$ cat src/rtl/thermal_overlay_if.sv
// thermal_overlay_if: frame-buffer read port (address out, data back one cycle later)
interface thermal_overlay_if #(parameter int p_addrw = 10);
  logic rd_valid;
  logic [p_addrw-1:0] rd_addr;
  logic [7:0] rd_data;
  modport master(output rd_valid, rd_addr, input rd_data);
  modport slave(input rd_valid, rd_addr, output rd_data);
endinterface

$ cat src/rtl/thermal_overlay.sv
// thermal_overlay: reads the thermal frame buffer, false-colours it and composites
// the upscaled window over camera video with all outputs delay-matched to 4 cycles.
module thermal_overlay #(
  parameter int p_scale_shift = 3,
  parameter int p_cols = 32,
  parameter int p_rows = 24,
  parameter int p_addrw = 10
) (
  input  logic i_clk,
  input  logic i_rst,
  input  logic i_hsync,
  input  logic i_vsync,
  input  logic i_de,
  input  logic signed [15:0] i_x_pos,
  input  logic signed [15:0] i_y_pos,
  input  logic [2:0][7:0] i_cam_data,
  input  logic i_mode_next,
  thermal_overlay_if.master fb,
  output logic o_hsync,
  output logic o_vsync,
  output logic o_de,
  output logic [2:0][7:0] o_data,
  output logic [1:0] o_mode
);
  logic [31:0] cx, cy;
  logic in_win, boundary, acc_en;
  logic rd_valid_q, rd_valid_d;
  logic [p_addrw-1:0] rd_addr_q, rd_addr_d;
  logic [3:0] hs_q, hs_d, vs_q, vs_d, de_q, de_d, win_q, win_d;
  logic [3:0][23:0] cam_q, cam_d;
  logic vs_prev_q, vs_prev_d, pend_q, pend_d;
  logic [7:0] acc_min_q, acc_min_d, acc_max_q, acc_max_d, min_r_q, min_r_d;
  logic [2:0] sh_r_q, sh_r_d, msb;
  logic [1:0] mode_q, mode_d;
  logic [7:0] v_q, v_d, span, k;
  logic [15:0] diff;
  logic [23:0] pal, data_q, data_d;
  always_comb begin
    cx = {16'd0, i_x_pos} >> p_scale_shift;
    cy = {16'd0, i_y_pos} >> p_scale_shift;
    in_win = !i_x_pos[15] && !i_y_pos[15] && cx < 32'(p_cols) && cy < 32'(p_rows);
    rd_valid_d = in_win;
    rd_addr_d = in_win ? p_addrw'(cy * 32'(p_cols) + cx) : '0;
    hs_d = {hs_q[2:0], i_hsync};
    vs_d = {vs_q[2:0], i_vsync};
    de_d = {de_q[2:0], i_de};
    win_d = {win_q[2:0], in_win};
    cam_d = {cam_q[2:0], i_cam_data};
    vs_prev_d = i_vsync;
    boundary = i_vsync && !vs_prev_q;
    // RAM data for a sample lines up with stage 1 of the delay line
    acc_en = win_q[1] && de_q[1];
    span = acc_max_q - acc_min_q;
    msb = '0;
    for (int i = 1; i < 8; i++) msb = span[i] ? 3'(i) : msb;
    acc_min_d = boundary ? 8'd255 : (acc_en && fb.rd_data < acc_min_q) ? fb.rd_data : acc_min_q;
    acc_max_d = boundary ? 8'd0 : (acc_en && fb.rd_data > acc_max_q) ? fb.rd_data : acc_max_q;
    min_r_d = (boundary && acc_max_q >= acc_min_q) ? acc_min_q : min_r_q;
    sh_r_d = (boundary && acc_max_q >= acc_min_q) ? 3'd7 - msb : sh_r_q;
    pend_d = i_mode_next || (pend_q && !boundary);
    mode_d = (boundary && pend_q) ? mode_q + 2'd1 : mode_q;
    diff = {8'd0, fb.rd_data - min_r_q} << sh_r_q;
    v_d = mode_q != 2'd3 ? fb.rd_data : fb.rd_data < min_r_q ? 8'd0 : |diff[15:8] ? 8'd255 : diff[7:0];
    k = {v_q[5:0], 2'b00};
    pal = v_q < 8'd64 ? {k, 16'd0} : v_q < 8'd128 ? {8'd252 - k, 8'd0, k} :
          v_q < 8'd192 ? {8'd0, k, 8'd255} : {k, 16'hFFFF};
    data_d = !de_q[2] ? 24'd0 : (win_q[2] && mode_q != 2'd0) ? (mode_q == 2'd1 ? {3{v_q}} : pal) : cam_q[2];
  end
  always_ff @(posedge i_clk) begin
    if (i_rst) begin
      rd_valid_q <= 1'b0;
      rd_addr_q <= '0;
      hs_q <= '0;
      vs_q <= '0;
      de_q <= '0;
      win_q <= '0;
      cam_q <= '0;
      vs_prev_q <= 1'b0;
      pend_q <= 1'b0;
      acc_min_q <= 8'd255;
      acc_max_q <= 8'd0;
      min_r_q <= 8'd0;
      sh_r_q <= 3'd0;
      mode_q <= 2'd0;
      v_q <= 8'd0;
      data_q <= 24'd0;
    end else begin
      rd_valid_q <= rd_valid_d;
      rd_addr_q <= rd_addr_d;
      hs_q <= hs_d;
      vs_q <= vs_d;
      de_q <= de_d;
      win_q <= win_d;
      cam_q <= cam_d;
      vs_prev_q <= vs_prev_d;
      pend_q <= pend_d;
      acc_min_q <= acc_min_d;
      acc_max_q <= acc_max_d;
      min_r_q <= min_r_d;
      sh_r_q <= sh_r_d;
      mode_q <= mode_d;
      v_q <= v_d;
      data_q <= data_d;
    end
  end
  assign fb.rd_valid = rd_valid_q;
  assign fb.rd_addr = rd_addr_q;
  assign o_hsync = hs_q[3];
  assign o_vsync = vs_q[3];
  assign o_de = de_q[3];
  assign o_data = data_q;
  assign o_mode = mode_q;
endmodule

$ cat src/flat_wrapper.sv
// flat-port wrapper written by rule: the top's interface ports become plain ports
module thermal_overlay_flat 
#(
  parameter int p_scale_shift = 3,
  parameter int p_cols = 32,
  parameter int p_rows = 24,
  parameter int p_addrw = 10
)
  (i_clk, i_rst, i_hsync, i_vsync, i_de, i_x_pos, i_y_pos, i_cam_data, i_mode_next, o_hsync, o_vsync, o_de, o_data, o_mode, fb_rd_valid, fb_rd_addr, fb_rd_data);
  thermal_overlay_if #(.p_addrw(p_addrw)) fb_i ();
  input  logic i_clk;
  input  logic i_rst;
  input  logic i_hsync;
  input  logic i_vsync;
  input  logic i_de;
  input  logic signed [15:0] i_x_pos;
  input  logic signed [15:0] i_y_pos;
  input  logic [2:0][7:0] i_cam_data;
  input  logic i_mode_next;
  output logic o_hsync;
  output logic o_vsync;
  output logic o_de;
  output logic [2:0][7:0] o_data;
  output logic [1:0] o_mode;
  output wire logic [$bits(fb_i.rd_valid)-1:0] fb_rd_valid;
  output wire logic [$bits(fb_i.rd_addr)-1:0] fb_rd_addr;
  input wire logic [$bits(fb_i.rd_data)-1:0] fb_rd_data;
  assign fb_rd_valid = fb_i.rd_valid;
  assign fb_rd_addr = fb_i.rd_addr;
  assign fb_i.rd_data = fb_rd_data;
  thermal_overlay #(.p_scale_shift(p_scale_shift), .p_cols(p_cols), .p_rows(p_rows), .p_addrw(p_addrw)) u_core (.i_clk(i_clk), .i_rst(i_rst), .i_hsync(i_hsync), .i_vsync(i_vsync), .i_de(i_de), .i_x_pos(i_x_pos), .i_y_pos(i_y_pos), .i_cam_data(i_cam_data), .i_mode_next(i_mode_next), .fb(fb_i), .o_hsync(o_hsync), .o_vsync(o_vsync), .o_de(o_de), .o_data(o_data), .o_mode(o_mode));
endmodule
$ cat config.mk
export PLATFORM = sky130hd
export DESIGN_NAME = thermal_overlay_flat
export DESIGN_NICKNAME = d
export VERILOG_FILES = /design/src/rtl/thermal_overlay_if.sv /design/src/rtl/thermal_overlay.sv /design/src/flat_wrapper.sv
export SDC_FILE = /design/constraint.sdc
export NUM_CORES = 1
export LEC_CHECK = 0
export ABC_AREA = 1
export CORE_MARGIN = 4
export CORE_UTILIZATION = 26
export CTS_BUF_LIST = sky130_fd_sc_hd__clkbuf_4 sky130_fd_sc_hd__clkbuf_8
export DETAILED_ROUTE_END_ITERATION = 16
export PLACE_DENSITY_LB_ADDON = 0.08
export SYNTH_ARGS = -nofsm -noshare
export SYNTH_HDL_FRONTEND = slang
export SYNTH_SLANG_ARGS = --single-unit
$ cat constraint.sdc
create_clock -name i_clk -period 3.2 [get_ports i_clk]
set_clock_uncertainty 0.1 [all_clocks]
set_input_delay 0.96 -clock i_clk [delete_from_list [all_inputs] [get_ports i_clk]]
set_output_delay 0.96 -clock i_clk [all_outputs]
set_load 0.005 [all_outputs]
==> flow_metrics.py <==
metrics = {
    "die": {
        "dieArea_sq_um": 28860,
        "row_count": 58,
        "coreArea_sq_um": 25470,
        "io_pins": 110,
        "initial_core_util": 0.2675,
        "die_w_microns": 169.9,
        "die_h_microns": 169.9,
    },
    "pwr": {
        "total_power_mw": 3.955,
        "power_density_nw_per_um2": 450.4,
        "leakagePower_nw": 3.922,
        "ir_worst_vdd_mv": 0.2184,
    },
    "layout": {
        "utilization": 0.3447,
        "drive_gt1_frac": 0.1043,
        "final-seq-area_sq_um": 3183,
        "fill_cells": 2772,
        "multi_input_area_sq_um": 2885,
        "area_delta_synth_final_pct": 28.87,
        "diodes": 0,
        "nets": 1115,
    },
    "grt": {
        "grt_max_degree": 86,
        "grt_pass1_vias": 5549,
        "grt_overflow": 0,
        "grt_usage": 0.1248,
        "grt_pass1_wl_microns": 28610,
        "antenna_found_initial": 0,
    },
    "sta": {
        "rsz0062_at_grt": "false",
        "period_needed_ps": 2988,
        "worst_pin_slew_ps": 904.1,
        "relSlewSlack": 0.3973,
        "setup-tns-final_ps": 0,
        "finalSetupViolCount": 0,
        "finalCritPeriodShare": 0.9337,
        "fin_ws_ps": 212.2,
        "slew_viol_final": 0,
        "hold_viol_final": 0,
        "fmax_mhz": 334.7,
    },
    "critical_path": {
        "reg2reg_depth": 12,
        "crit_chain": "clkdlybuf4s50_1, inv_1, fa_1, inv_1, nand2_1, nand2_2, nand3_1, nand2_1, nand2_1, nand3_2, nand2_1, nor2_1, nand2_1, nor2_2, nand2_2, nand2_4, nand2_1, nand2_1, a21oi_2",
        "rr_startpoint": "u_core.acc_max_q[0]",
        "worstSetupStartpointType": "primary input",
        "cpMaxStageDelayCell": "clkdlybuf4s50_1",
        "crit_top_cell": "nand2_1",
        "critPathMaxStageDelay_ps": 470,
        "critical_path_class": "in2reg",
        "worstPathRequired_ps": 3390,
        "cp_max_fo": 8,
        "worst-r2r-setup-slack_ps": 730,
        "end_kind": "register",
        "worstReg2RegEnd": "u_core.sh_r_q[1]",
        "arrival_ps": 3180,
    },
    "placed_design": {
        "gp_congestion": 0.7927,
        "post-place-ws_ps": -486.0,
        "hpwl_microns": 13740,
        "io_buffers": 103,
    },
    "yosys": {
        "ys_async_sr_fraction": 0,
        "syn_inst": 874,
        "synth_mux_area_frac": 0,
        "synth_edf_count": 0,
        "synth_adder_area_share": 0.07859,
        "synth-simple-area-share": 0.1967,
        "ys_warn_count": 0,
        "synth_flop_cell": "dfxtp_1",
        "synth_top_area_frac": 0.4671,
        "synth_area_leaders": "dfxtp_1, inv_1, nand2_1, ha_1, nor2_1",
        "synth_area_sq_um": 6814,
        "synth-xor-area-share": 0.01028,
        "synth_common_cells": "inv_1, dfxtp_1, nand2_1",
        "avgSynthCellArea_sq_um": 7.796,
        "seq_area_frac_synth": 0.4671,
        "synth-seq-cells": 159,
        "synth-compound-area-share": 0.1346,
        "yosys.area.top_type": "dfxtp_1",
        "synth.most_common_cell": "inv_1",
        "synth_top_family_by_area": "simple AND/OR/NAND/NOR gates",
        "synth_nets": 985,
        "synth.distinct_cells": 47,
    },
    "flow_run": {
        "max_cap_viol_count": 0,
    },
    "detailed_routing": {
        "wire_per_inst_microns": 13.05,
        "dr.pass1.iters": 5,
        "drcViolationCount": 0,
        "vias": 5588,
        "via_per_inst": 4.152,
        "ant_nets": 0,
        "wl_microns": 17560,
        "drtIter0Drc": 277,
    },
    "cts": {
        "clock_tree.root_cell": "clkbuf_8",
        "insertion_delay_ps": 450,
        "h-tree-depth": 4,
        "cts.path.max_buffers": 2,
        "clkTransAtPathRegs_ps": 100,
        "clkSinkCount": 159,
        "cts_made_buffers": 17,
        "cts_tree": "built",
        "cts_setup_buffers": 0,
    },
    "min_path": {
        "hold_path.startpoint": "u_core.cam_d[50]",
        "min_to": "u_core.cam_d[74]",
        "min_path_cells": 2,
        "worstHoldPathType": "reg2reg",
    },
    "status": {
        "status": "complete, no violations",
    },
}
-- cells in the final DEF (no fill, tap or decap), drive strengths merged, types with 34 or more instances in the layout --
master / instances
inv: 171
dfxtp: 159
nand2: 139
nor2: 119
clkdlybuf4s50: 101
a21oi: 77
o21ai: 55
nand3: 41
ha: 38
buf: 34
-- power by group --
part | internal [mW] | switching [mW] | total (mW)
sequential | 2.03 | 0.0230 | 2.05
clock | 0.721 | 0.814 | 1.54
combinational | 0.177 | 0.192 | 0.369
-- final cells by class --
cell class / count / share of cell area
Clock buffer: 18 / 0.02750
Clock inverter: 13 / 0.01738
Inverter: 167 / 0.07139
Multi-Input combinational cell: 523 / 0.3286
Sequential cell: 159 / 0.3625
Tap cell: 330 / 0.04702
Timing Repair Buffer: 136 / 0.1456
-- worst max-delay path by stage --
stage | slack (ps) | to | startpoint
2_1_floorplan | 330 | u_core.v_q[4] | fb_rd_data[0]
3_3_place_gp | -470 | u_core.v_q[3] | fb_rd_data[0]
3_5_place_dp | -490 | u_core.v_q[3] | fb_rd_data[0]
4_1_cts | 0.7 | u_core.v_q[5] | fb_rd_data[0]
5_1_grt | 20 | u_core.v_q[3] | fb_rd_data[1]
6_report | 210 | u_core.v_q[5] | fb_rd_data[1]
-- cells by family (layout without fill, tap and decap cells) --
logic type	Yosys count	after routing
AOI/OAI and AO/OA	161	161
xor gates and xnor gates	8	8
adders and majority gates	41	41
buffers and inverters	192	334
DFF	159	159
and+or+nand+nor	313	313
-- layer usage --
| metal | global-route usage | wire (microns) | vias to the layer above |
|---|---|---|---|
| met5 | 0 | 0 | - |
| met4 | 0.03854 | 240 | 0 |
| met3 | 0.03368 | 1039 | 17 |
| met2 | 0.1790 | 7152 | 124 |
| met1 | 0.1822 | 9132 | 2453 |
| li1 | - | - | 2994 |
-- worst max-delay path, delay by kind of cell --
| kind | cells | cell delay, ps |
|---|---|---|
| and+or+nand+nor | 14 | 1100 |
| buffers and inverters | 3 | 640 |
| AOI/OAI and AO/OA | 1 | 50 |
| adders and majority gates | 1 | 420 |
-- timing repair --
item                                    CTS  global route
hold buffers                              0             0
gates resized for setup                   0             9
endpoints found under the setup margin    0             8
-- through the flow --
step                instances  cell area, sq um  hold WS [ps]
floorplan                 874              6814         288.3
global placement         1315              8362         290.0
detailed placement       1315              8362         292.9
CTS                      1346              8756         291.1
global route             1346              8781         316.6
finish                   1346              8781         288.5
-- sequential cells by signal (all words and copies together) (netlist names) --
signal	count
u_core.acc_max_q	8
u_core.acc_min_q	8
u_core.cam_d	72
u_core.de_q	4
u_core.fb.rd_addr	10
u_core.hs_q	4
u_core.min_r_q	8
u_core.o_data	24
u_core.o_mode	2
u_core.pend_q	1
u_core.sh_r_q	3
u_core.v_q	8
u_core.vs_q	4
u_core.win_q	3
Note: power is estimated with default switching activity, not from simulation.
